<file path="config.mk">
export PLATFORM = sky130hd
export DESIGN_NAME = pkt_framer_flat
export DESIGN_NICKNAME = d
export VERILOG_FILES = /design/src/rtl/pkt_framer_pkg.sv /design/src/rtl/pkt_framer_if.sv /design/src/rtl/pkt_framer.sv /design/src/flat_wrapper.sv
export SDC_FILE = /design/constraint.sdc
export NUM_CORES = 1
export LEC_CHECK = 0
export ABC_CLOCK_PERIOD_IN_PS = 2400
export BUFFER_PORTS_ARGS = -buffer_cell sky130_fd_sc_hd__buf_4
export CAP_MARGIN = 25
export CORE_MARGIN = 4
export CORE_UTILIZATION = 52
export DETAILED_ROUTE_END_ITERATION = 10
export PLACE_DENSITY = 0.76
export SLEW_MARGIN = 25
export SYNTH_ARGS = -nofsm -noshare
export SYNTH_HDL_FRONTEND = slang
export SYNTH_SLANG_ARGS = --single-unit
</file>
<file path="constraint.sdc">
create_clock -name clk -period 2.4 [get_ports clk]
set_input_delay 0.36 -clock clk [delete_from_list [all_inputs] [get_ports clk]]
set_output_delay 0.36 -clock clk [all_outputs]
set_load 0.005 [all_outputs]
</file>
<file path="src/rtl/pkt_framer_pkg.sv">
// Shared protocol definitions for the packet framer and its downstream tracker.
// Both stages rely on this one-hot state encoding so they agree on which beat is on the wire.
package pkt_framer_pkg;

   localparam int DEFAULT_DATA_W     = 8;
   localparam int DEFAULT_LEN_W      = 4;
   localparam int DEFAULT_GAP_CYCLES = 1;
   localparam int PKT_COUNT_W        = 8;

   localparam logic [4:0] STATE_IDLE = 5'b00001;
   localparam logic [4:0] STATE_HEAD = 5'b00010;
   localparam logic [4:0] STATE_DATA = 5'b00100;
   localparam logic [4:0] STATE_TAIL = 5'b01000;
   localparam logic [4:0] STATE_GAP  = 5'b10000;

   typedef enum logic [4:0] {
      S_IDLE = STATE_IDLE,
      S_HEAD = STATE_HEAD,
      S_DATA = STATE_DATA,
      S_TAIL = STATE_TAIL,
      S_GAP  = STATE_GAP
   } framer_state_t;

   // The head beat carries the length zero-extended, so the length field must fit in a data word.
   function automatic bit len_width_ok(input int len_w, input int data_w);
      return (len_w > 0) && (len_w <= data_w);
   endfunction

endpackage

</file>
<file path="src/rtl/pkt_framer_if.sv">
// Request, payload and framed-output signals of the packet framer.
// The master drives requests and payload and watches the framed beats; the framer is the slave.
interface pkt_framer_if
   import pkt_framer_pkg::*;
#(
   parameter int DATA_W = DEFAULT_DATA_W,
   parameter int LEN_W  = DEFAULT_LEN_W
);

   logic              req_valid;
   logic [LEN_W-1:0]  req_len;
   logic              req_ready;
   logic              in_valid;
   logic [DATA_W-1:0] in_data;
   logic              in_ready;
   logic              out_valid;
   logic              out_head;
   logic              out_tail;
   logic [DATA_W-1:0] out_data;

   modport master (
      output req_valid, req_len, in_valid, in_data,
      input  req_ready, in_ready, out_valid, out_head, out_tail, out_data
   );

   modport slave (
      input  req_valid, req_len, in_valid, in_data,
      output req_ready, in_ready, out_valid, out_head, out_tail, out_data
   );

endinterface

</file>
<file path="src/rtl/pkt_framer.sv">
// Frames a length request plus raw payload words into head / data / tail beats with an XOR checksum.
// There is no output backpressure: out_valid only drops when the payload source is late.
module pkt_framer
   import pkt_framer_pkg::*;
#(
   parameter int DATA_W     = DEFAULT_DATA_W,
   parameter int LEN_W      = DEFAULT_LEN_W,
   parameter int GAP_CYCLES = DEFAULT_GAP_CYCLES
) (
   input  logic                   clk,
   input  logic                   reset,
   pkt_framer_if.slave            bus,
   output logic                   busy,
   output logic [PKT_COUNT_W-1:0] pkt_count
);

   localparam int GAP_W = (GAP_CYCLES > 1) ? $clog2(GAP_CYCLES) : 1;
   localparam logic [GAP_W-1:0] GAP_LOAD = (GAP_CYCLES > 0) ? GAP_W'(GAP_CYCLES - 1) : '0;

   if (!len_width_ok(LEN_W, DATA_W)) begin : g_bad_len_w
      $error("pkt_framer: LEN_W must be between 1 and DATA_W");
   end

   framer_state_t     state;
   logic [LEN_W-1:0]  remaining;
   logic [DATA_W-1:0] csum;
   logic [GAP_W-1:0]  gap_cnt;

   logic              out_valid_q;
   logic              out_head_q;
   logic              out_tail_q;
   logic [DATA_W-1:0] out_data_q;

   logic              req_ready_w;
   logic              in_ready_w;
   logic              req_fire;
   logic              in_fire;

   // Handshake readies are gated by reset so nothing is accepted on the edge that clears the framer.
   assign req_ready_w = (state == S_IDLE) & ~reset;
   assign in_ready_w  = ((state == S_HEAD) | (state == S_DATA)) & (remaining != '0) & ~reset;
   assign req_fire    = bus.req_valid & req_ready_w;
   assign in_fire     = bus.in_valid & in_ready_w;

   assign bus.req_ready = req_ready_w;
   assign bus.in_ready  = in_ready_w;
   assign bus.out_valid = out_valid_q;
   assign bus.out_head  = out_head_q;
   assign bus.out_tail  = out_tail_q;
   assign bus.out_data  = out_data_q;
   assign busy          = (state != S_IDLE);

   // Each state names the beat currently on the output; the beat for the next state is registered here.
   always_ff @(posedge clk) begin
      if (reset) begin
         state       <= S_IDLE;
         remaining   <= '0;
         csum        <= '0;
         gap_cnt     <= '0;
         pkt_count   <= '0;
         out_valid_q <= 1'b0;
         out_head_q  <= 1'b0;
         out_tail_q  <= 1'b0;
         out_data_q  <= '0;
      end else begin
         out_valid_q <= 1'b0;
         out_head_q  <= 1'b0;
         out_tail_q  <= 1'b0;
         out_data_q  <= '0;

         case (state)
            S_IDLE: begin
               if (req_fire) begin
                  remaining   <= bus.req_len;
                  csum        <= '0;
                  out_valid_q <= 1'b1;
                  out_head_q  <= 1'b1;
                  out_data_q  <= DATA_W'(bus.req_len);
                  state       <= S_HEAD;
               end
            end

            S_HEAD, S_DATA: begin
               if (remaining == '0) begin
                  out_valid_q <= 1'b1;
                  out_tail_q  <= 1'b1;
                  out_data_q  <= csum;
                  pkt_count   <= pkt_count + 1'b1;
                  state       <= S_TAIL;
               end else begin
                  state <= S_DATA;
                  if (in_fire) begin
                     out_valid_q <= 1'b1;
                     out_data_q  <= bus.in_data;
                     remaining   <= remaining - 1'b1;
                     csum        <= csum ^ bus.in_data;
                  end
               end
            end

            S_TAIL: begin
               if (GAP_CYCLES > 0) begin
                  gap_cnt <= GAP_LOAD;
                  state   <= S_GAP;
               end else begin
                  state <= S_IDLE;
               end
            end

            S_GAP: begin
               if (gap_cnt == '0) begin
                  state <= S_IDLE;
               end else begin
                  gap_cnt <= gap_cnt - 1'b1;
               end
            end

            default: begin
               state <= S_IDLE;
            end
         endcase
      end
   end

endmodule
</file>
<file path="src/flat_wrapper.sv">
// flat-port wrapper written by rule: the top's interface ports become plain ports
module pkt_framer_flat import pkt_framer_pkg::*;
#(
   parameter int DATA_W     = DEFAULT_DATA_W,
   parameter int LEN_W      = DEFAULT_LEN_W,
   parameter int GAP_CYCLES = DEFAULT_GAP_CYCLES
)
  (clk, reset, busy, pkt_count, bus_req_valid, bus_req_len, bus_in_valid, bus_in_data, bus_req_ready, bus_in_ready, bus_out_valid, bus_out_head, bus_out_tail, bus_out_data);
  pkt_framer_if #(.DATA_W(DATA_W), .LEN_W(LEN_W)) bus_i ();
  input  logic clk;
  input  logic reset;
  output logic busy;
  output logic [PKT_COUNT_W-1:0] pkt_count;
  input wire logic [$bits(bus_i.req_valid)-1:0] bus_req_valid;
  input wire logic [$bits(bus_i.req_len)-1:0] bus_req_len;
  input wire logic [$bits(bus_i.in_valid)-1:0] bus_in_valid;
  input wire logic [$bits(bus_i.in_data)-1:0] bus_in_data;
  output wire logic [$bits(bus_i.req_ready)-1:0] bus_req_ready;
  output wire logic [$bits(bus_i.in_ready)-1:0] bus_in_ready;
  output wire logic [$bits(bus_i.out_valid)-1:0] bus_out_valid;
  output wire logic [$bits(bus_i.out_head)-1:0] bus_out_head;
  output wire logic [$bits(bus_i.out_tail)-1:0] bus_out_tail;
  output wire logic [$bits(bus_i.out_data)-1:0] bus_out_data;
  assign bus_i.req_valid = bus_req_valid;
  assign bus_i.req_len = bus_req_len;
  assign bus_i.in_valid = bus_in_valid;
  assign bus_i.in_data = bus_in_data;
  assign bus_req_ready = bus_i.req_ready;
  assign bus_in_ready = bus_i.in_ready;
  assign bus_out_valid = bus_i.out_valid;
  assign bus_out_head = bus_i.out_head;
  assign bus_out_tail = bus_i.out_tail;
  assign bus_out_data = bus_i.out_data;
  pkt_framer #(.DATA_W(DATA_W), .LEN_W(LEN_W), .GAP_CYCLES(GAP_CYCLES)) u_core (.clk(clk), .reset(reset), .bus(bus_i), .busy(busy), .pkt_count(pkt_count));
endmodule
</file>
* Word level (Yosys, flattened, before mapping)
Index checks and enable logic that the tools add are counted.
** Word-level totals
- Output and inout port bits :: 22
- Bits of input ports :: 16
- Flip-flop bits (word level) :: 37
- Word-level logic and storage cells :: 65
** Cells by class
- Bitwise logic cells :: 10
- Add/sub/neg operators :: 3
- Reduce and logical (&&, ||, !) cells :: 10
- Mux-type cells :: 23
- Equality and inequality tests :: 10
** Operators with widths (count)
- 2-to-1 mux 8 bit :: 5
- case mux 8 bit (2 select lines) :: 2
- 2-to-1 mux 4 bit :: 5
- case mux 5 bit (4 select lines) :: 1
- 2-to-1 mux 5 bit :: 2
- adder 8 x 1 -> 8 bit (second input constant) :: 1
- case mux 4 bit (2 select lines) :: 1
- XOR 8 bit :: 1
- OR reduction 2 bit :: 3
- bitwise AND 1 bit :: 5
- == test 5 x 1 -> 1 bit (second input constant) :: 1
- == test 5 x 2 -> 1 bit (second input constant) :: 1
- == test 5 x 3 -> 1 bit (second input constant) :: 1
- == test 5 x 4 -> 1 bit (second input constant) :: 1
- == test 5 bit (second input constant) :: 1
- 2-to-1 mux 1 bit :: 5
- != test 5 x 1 -> 1 bit (second input constant) :: 1
- zero test 4 bit :: 1
- != test 2 x 1 -> 1 bit (second input constant) :: 2
- != test 2 bit (second input constant) :: 2
- case mux 1 bit (2 select lines) :: 2
- AND reduction 2 bit :: 2
- AND reduction 4 bit :: 1
- nonzero test 2 bit :: 2
- 5 further kinds :: 7

* Logic depth before layout (Yosys ltp)
Gate-level depths: netlist (run 1).
- Word-level depth :: 8
- Gate-level depth with buffers :: 9
- Mapped depth without buffers :: 6

* Worst setup path before layout (run 1)
Ideal clock, no wire load.
- Kind :: reg-to-reg
- From :: register u_core.remaining[0]
- To :: register u_core.pkt_count[5]
- Stages on the path, launching flop included :: 9
- Data required time :: 2.329 ns
- Setup time :: 0.071 ns
- Period minus slack after synthesis :: 2.172 ns
- Arrival time :: 2.101 ns
- Setup slack :: 0.228 ns
- Path buffers :: 2
- Path through :: dfxtp_1 inv_1 ha_1 or3b_1 clkbuf_1 or4_1 buf_2 or3_1 a21oi_1
** Between the ends
- Word-level cells in the longest chain between the ends :: 2
** Ends and longest elaborated chain
- from (decl) :: RTL line pkt_framer.sv:25 : logic [LEN_W-1:0] remaining;
- from (signal assigned) :: RTL line pkt_framer.sv:74 : remaining <= bus.req_len;
- from (signal assigned) :: RTL line pkt_framer.sv:95 : remaining <= remaining - 1'b1;
- zero test 4 bit :: RTL line pkt_framer.sv:84 : if (remaining == '0) begin
- AND reduction 2 bit (no line)
- to (signal assigned) :: RTL line pkt_framer.sv:88 : pkt_count <= pkt_count + 1'b1;
- to (decl) :: RTL line pkt_framer.sv:14 : output logic [PKT_COUNT_W-1:0] pkt_count
Every way passes these cells.
A chain may end at the register's enable or synchronous reset.

* Final worst setup path (run 1)
Same ends and word-level chain as after synthesis.

==> flow_summary.json, run 1 <==
{
  "drt_iter0_markers": 99,
  "port_buffers": 37,
  "std_cell_rows": 20,
  "required_ns": 2.67,
  "max_cap_violations": 0,
  "final_max_slew_viol_count": 0,
  "worstMarginPinSlew_ns": 0.596,
  "critPathKind": "flip-flop to flip-flop",
  "crit_fanout": 8,
  "layout.cells.non_filler": 268,
  "slew_headroom_pct": 60.2,
  "cts_tree": "built",
  "yosysTopAreaCellShare_pct": 43.9,
  "synth-edff-count": 0,
  "finalInstanceArea_um2": 2040,
  "synth_nets": 203,
  "period_share_pct": 94.3,
  "dieArea_um2": 4120,
  "drtAntennaViolNets": 0,
  "start_util_pct": 54.2,
  "cts_buffers": 5,
  "antenna_cells": 0,
  "root_buffer": "clkbuf_4",
  "synth_top_family_by_area": "simple AND/OR/NAND/NOR gates",
  "io_pins": 38,
  "synth_compound_area_share_pct": 21.2,
  "whs_ns": 0.291,
  "post_route_cells_drive_above_1_share_pct": 25.4,
  "p_sw_share_pct": 30.4,
  "routed_wl_mm": 3.81,
  "dp_slack_ns": 0.0834,
  "finalSetupTns_ns": 0,
  "timing.rr.start": "u_core.remaining[0]",
  "synth_fa_ha_area_share_pct": 1.52,
  "htree_levels": 2,
  "hold_depth": 3,
  "synth_xor_area_share_pct": 3.20,
  "core_um2": 3030,
  "die_x_um": 64.2,
  "clock_sinks": 36,
  "holdCritPathClass": "input pin to flip-flop",
  "syn_area_um2": 1640,
  "finalSetupViolCount": 0,
  "yosysSeqAreaShare_pct": 43.9,
  "power_frac_comb_pct": 22.6,
  "synthTopCellsByArea": "dfxtp_1, nor2_1, a31oi_1, a21oi_1, a311oi_1",
  "fin_crit_ns": 2.26,
  "dp_hpwl_mm": 2.81,
  "finalNetCount": 241,
  "cp-start-kind": "flip-flop",
  "ys.flop_type": "dfxtp_1",
  "ys_seq_elements": 36,
  "clkLatencyLatePin_ns": 0.34,
  "avgSynthCellArea_um2": 8.87,
  "fp.dieH_um": 64.2,
  "async_flop_share_pct": 0,
  "wl_per_cell_um": 14.2,
  "drc": 0,
  "switchingPower_mw": 0.384,
  "intPower_mw": 0.882,
  "clkPwrFrac_pct": 26.2,
  "clk_pin_slew_ns": 0.10,
  "yosys.cell_types.count": 41,
  "ys_warn_count": 0,
  "grt_pass1_wl_mm": 6.38,
  "antenna_found_initial": 0,
  "skew_ns": 0.00372,
  "synth-simple-area-share_pct": 24.0,
  "fmaxAchievable_ghz": 0.442,
  "final-hold-violation-count": 0,
  "area_growth_pct": 24.5,
  "num_vias": 1565,
  "cts.path.max_buffers": 2,
  "critPathArrivalTime_ns": 2.54,
  "hold_buffers": 0,
  "rr_worst_depth": 6,
  "endpoint_kind": "flip-flop",
  "leakage_nw": 0.760,
  "grt_max_degree": 26,
  "critPathLaunch": "u_core.remaining[0]",
  "grt_pass1_vias": 1482,
  "vdd_drop_max_v": 0.000303,
  "outcome": "complete, no violations",
  "power.density_nw_per_um2": 619,
  "synthMuxAreaShare_pct": 1.22,
  "setup_ws_ns": 0.136,
  "globalplace.congestion": 0.962,
  "grt-ovfl-total": 0,
  "dr.pass1.iters": 4,
  "track_usage_pct": 19.9,
  "worstHoldStart": "bus_in_data[4]",
  "dpl_cell_area_um2": 1980,
  "seq_power_share_pct": 51.1,
  "via_per_inst": 5.84,
  "grt_setup_unrepaired": "false",
  "syn_inst": 185,
  "dp_cells": 260,
  "synth_top_area_cell": "dfxtp_1"
}
worst paths after layout:
check | to | slack, ns
worst min-delay path | u_core.bus.out_data[4] | 0.29
worst min register to register | u_core.csum[0] | 0.49
worst max register to register | u_core.pkt_count[5] | 0.14
worst max-delay path | u_core.pkt_count[5] | 0.14
critical path: stages (launching register included):
cell     delay, ns
dfxtp_1       0.33
inv_1         0.10
ha_1          0.21
or3b_1        0.48
or4_4         0.57
or3_1         0.37
a21oi_1       0.14
cells in the final DEF, fill, tap and decap left out, drive strengths merged, types with 3 or more instances in the layout:
| master | count |
|---|---|
| nand2 | 6 |
| and2 | 4 |
| a21boi | 3 |
| nand4b | 3 |
| o311ai | 3 |
| xnor2 | 4 |
| a32oi | 4 |
| or3 | 6 |
| nand4 | 4 |
| a21oi | 9 |
| inv | 8 |
| nand3 | 7 |
| dfxtp | 36 |
| buf | 44 |
| o21ai | 6 |
| nor2 | 16 |
| nor3 | 5 |
| a311oi | 5 |
| a211oi | 3 |
| o32ai | 3 |
| clkbuf | 8 |
| a22oi | 4 |
| a31oi | 8 |
| nand3b | 5 |
cells by family after synthesis:
kind of cell | after synthesis
and+or+nand+nor | 68
AOI/OAI and AO/OA | 50
DFF | 36
buffers and inverters | 21
xor gates and xnor gates | 6
muxes | 2
adders and majority gates | 2
power groups by stage:
stage	registers [mW]	logic, mW	clock network (mW)
detailed placement	0.660	0.278	0
CTS	0.647	0.279	0.348
finish	0.648	0.287	0.332
global placement	0.658	0.264	0
floorplan	0.653	0.189	0
global route	0.652	0.320	0.372
registers in the layout, summed over array words and instances, names as in the netlist:
| name | flops |
|---|---|
| u_core.bus.out_valid | 1 |
| u_core.bus.out_data | 8 |
| u_core.csum | 8 |
| u_core.pkt_count | 8 |
| u_core.bus.out_tail | 1 |
| u_core.bus.out_head | 1 |
| u_core.state | 5 |
| u_core.remaining | 4 |
synthesized netlist by cell type, types with 2 or more instances:
library cell,number
inv_1,8
nand3b_1,5
buf_2,2
xor2_1,2
nand4_1,4
nor4_1,2
nand2_1,6
o32ai_1,3
nor3_2,2
nand4b_1,3
and4_1,2
a311oi_1,5
mux2i_1,2
o21ai_0,6
a21oi_1,9
dfxtp_1,36
a211oi_1,3
a22oi_1,4
clkbuf_1,10
nor2_1,16
o311ai_0,3
nor3_1,3
xnor2_1,4
a31oi_1,8
a32oi_1,4
a21boi_0,3
and2_1,4
nand3_1,7
or3_1,6
ha_1,2
stage by stage:
stage	total power, mW	util, %
global placement	0.922	65.2
global route	1.34	67.5
floorplan	0.842	-
CTS	1.27	67.2
detailed placement	0.938	65.2
finish	1.27	67.5
per-layer routing:
metal  share of wire (%)  global-route usage [%]
met4                 2.2                    9.76
met3                 6.5                    6.33
met1                  42                    22.7
met5                   0                       0
met2                  49                    33.3
area by class of cell:
| type | count | area [um2] |
|---|---|---|
| clock buffers | 8 | 58.8 |
| fillers | 257 | 983 |
| inverters | 8 | 30.0 |
| multi-input cells | 128 | 850 |
| flip-flops and latches | 36 | 721 |
| well taps | 44 | 55.1 |
| repair buffers | 44 | 330 |
timing repair:
action	CTS	global route
setup endpoints to repair	0	5
setup buffers	0	0
resized for setup	0	2
Note: power is estimated with default switching activity, not from simulation.
==> run 2, diff against run 1 <==
--- a/config.mk
+++ b/config.mk
@@ -5,14 +5,14 @@
 export SDC_FILE = /design/constraint.sdc
 export NUM_CORES = 1
 export LEC_CHECK = 0
-export ABC_CLOCK_PERIOD_IN_PS = 2400
 export BUFFER_PORTS_ARGS = -buffer_cell sky130_fd_sc_hd__buf_4
 export CAP_MARGIN = 25
 export CORE_MARGIN = 4
 export CORE_UTILIZATION = 52
+export CTS_BUF_LIST = sky130_fd_sc_hd__clkbuf_16
 export DETAILED_ROUTE_END_ITERATION = 10
 export PLACE_DENSITY = 0.76
-export SLEW_MARGIN = 25
+export SLEW_MARGIN = 20
 export SYNTH_ARGS = -nofsm -noshare
 export SYNTH_HDL_FRONTEND = slang
 export SYNTH_SLANG_ARGS = --single-unit
==> flow_summary.json, run 2 (synthesis gave the netlist of run 1 again) <==
{
  "outcome": "complete, no violations",
  "port_buffers": 37,
  "crit_fanout": 8,
  "routed_wl_mm": 4.12,
  "crit_buf_inv": 1,
  "final-hold-violation-count": 0,
  "layout.cells.non_filler": 269,
  "grt_pass1_vias": 1500,
  "period_share_pct": 93.1,
  "cts_buffers": 5,
  "start_util_pct": 54.2,
  "fin_crit_ns": 2.23,
  "skew_ns": 0.00373,
  "grt_setup_unrepaired": "false",
  "dr.pass1.iters": 4,
  "dpl_cell_area_um2": 1980,
  "layout_commonest_cell": "buf_4",
  "grt-ovfl-total": 0,
  "drtAntennaViolNets": 0,
  "die_x_um": 64.2,
  "clock_sinks": 36,
  "critPathSlowestCell": "or4_4",
  "drc": 0,
  "fp.dieH_um": 64.2,
  "track_usage_pct": 20.5,
  "power.density_nw_per_um2": 731,
  "final_max_slew_viol_count": 0,
  "final_util_pct": 70.2,
  "io_pins": 38,
  "globalplace.congestion": 0.962,
  "cts.path.max_buffers": 2,
  "grt_pass1_wl_mm": 6.59,
  "worstMarginPinSlew_ns": 0.496,
  "critPathArrivalTime_ns": 2.44,
  "max_cap_violations": 0,
  "slew_headroom_pct": 66.7,
  "antenna_cells": 0,
  "dp_hpwl_mm": 2.81,
  "max_stage_delay_ns": 0.54,
  "critPathKind": "flip-flop to flip-flop",
  "vdd_drop_max_v": 0.000439,
  "cts_tree": "built",
  "wl_per_cell_um": 15.3,
  "leakage_nw": 0.805,
  "finalPower_mw": 1.55,
  "clkLatencyLatePin_ns": 0.28,
  "path_delay_family": "simple AND/OR/NAND/NOR gates",
  "regArea_um2": 721,
  "n_fill_cell": 244,
  "fmaxAchievable_ghz": 0.448,
  "finalSetupTns_ns": 0,
  "grt_max_degree": 26,
  "dieArea_um2": 4120,
  "finalSetupViolCount": 0,
  "multi_input_area_um2": 847,
  "endpoint_kind": "flip-flop",
  "holdCritPathClass": "input pin to flip-flop",
  "cp-start-kind": "flip-flop",
  "post_cts_buffers": 0,
  "final_cell_mix": "buf_4, dfxtp_1, nor2_1, inv_1, a21oi_1",
  "num_vias": 1599,
  "via_per_inst": 5.94,
  "area_growth_pct": 29.4,
  "htree_levels": 2,
  "antenna_found_initial": 0,
  "root_buffer": "clkbuf_16",
  "finalNetCount": 242,
  "clk_pin_slew_ns": 0.05,
  "drt_iter0_markers": 90,
  "finalInstanceArea_um2": 2120,
  "required_ns": 2.61,
  "std_cell_rows": 20,
  "dp_cells": 260,
  "core_um2": 3030,
  "path_cells": "inv_1 > ha_1 > or3b_4 > or4_4 > or3_1 > a21oi_1",
  "post_route_cells_drive_above_1_share_pct": 25.3
}
run 2: worst paths after layout:
path,cells after the start,endpoint,from,slack (ns)
max reg2reg,6,u_core.pkt_count[5],u_core.remaining[0],0.17
min reg2reg,1,u_core.csum[7],u_core.csum[7],0.50
max,6,u_core.pkt_count[5],u_core.remaining[0],0.17
min,3,u_core.bus.out_data[6],bus_in_data[6],0.36
run 2: stage by stage:
step                      setup WS (ns)  hold slack [ns]
after floorplan                   0.228            0.449
after global placement            0.195            0.466
after detailed placement         0.0834            0.478
after CTS                        0.0326            0.359
after global routing             0.0632            0.374
final                             0.166            0.362
run 2: routing by layer:
layer | vias up | GRT usage [%] | share of wire [%]
met1 | 757 | 23.3 | 42
li1 | 770 | - | -
met5 | - | 0 | 0
met4 | 0 | 8.44 | 1.7
met3 | 8 | 6.15 | 6.7
met2 | 64 | 35.4 | 49
run 2: cell type report:
cell class | instances | share of cell area (%)
Timing Repair Buffer | 45 | 15.8
Multi-Input combinational cell | 128 | 39.9
Clock inverter | 3 | 0.530
Tap cell | 44 | 2.59
Sequential cell | 36 | 33.9
Inverter | 8 | 1.41
Clock buffer | 5 | 5.89
run 2: repair_timing:
| action | in CTS | in global routing |
|---|---|---|
| hold buffers | 0 | 0 |
| resized for setup | 0 | 3 |
| hold endpoints to repair | 0 | 0 |
| endpoints found under the setup margin | 0 | 9 |
run 2: worst register-to-register path, cell delays in order (launching register included):
cell	delay, ns
dfxtp_1	0.32
inv_1	0.11
ha_1	0.23
or3b_4	0.45
or4_4	0.54
or3_1	0.37
a21oi_1	0.14
run 2: power breakdown:
group	internal, mW	switching, mW
combinational	0.121	0.180
clock	0.373	0.228
sequential	0.626	0.0243
total	1.12	0.433
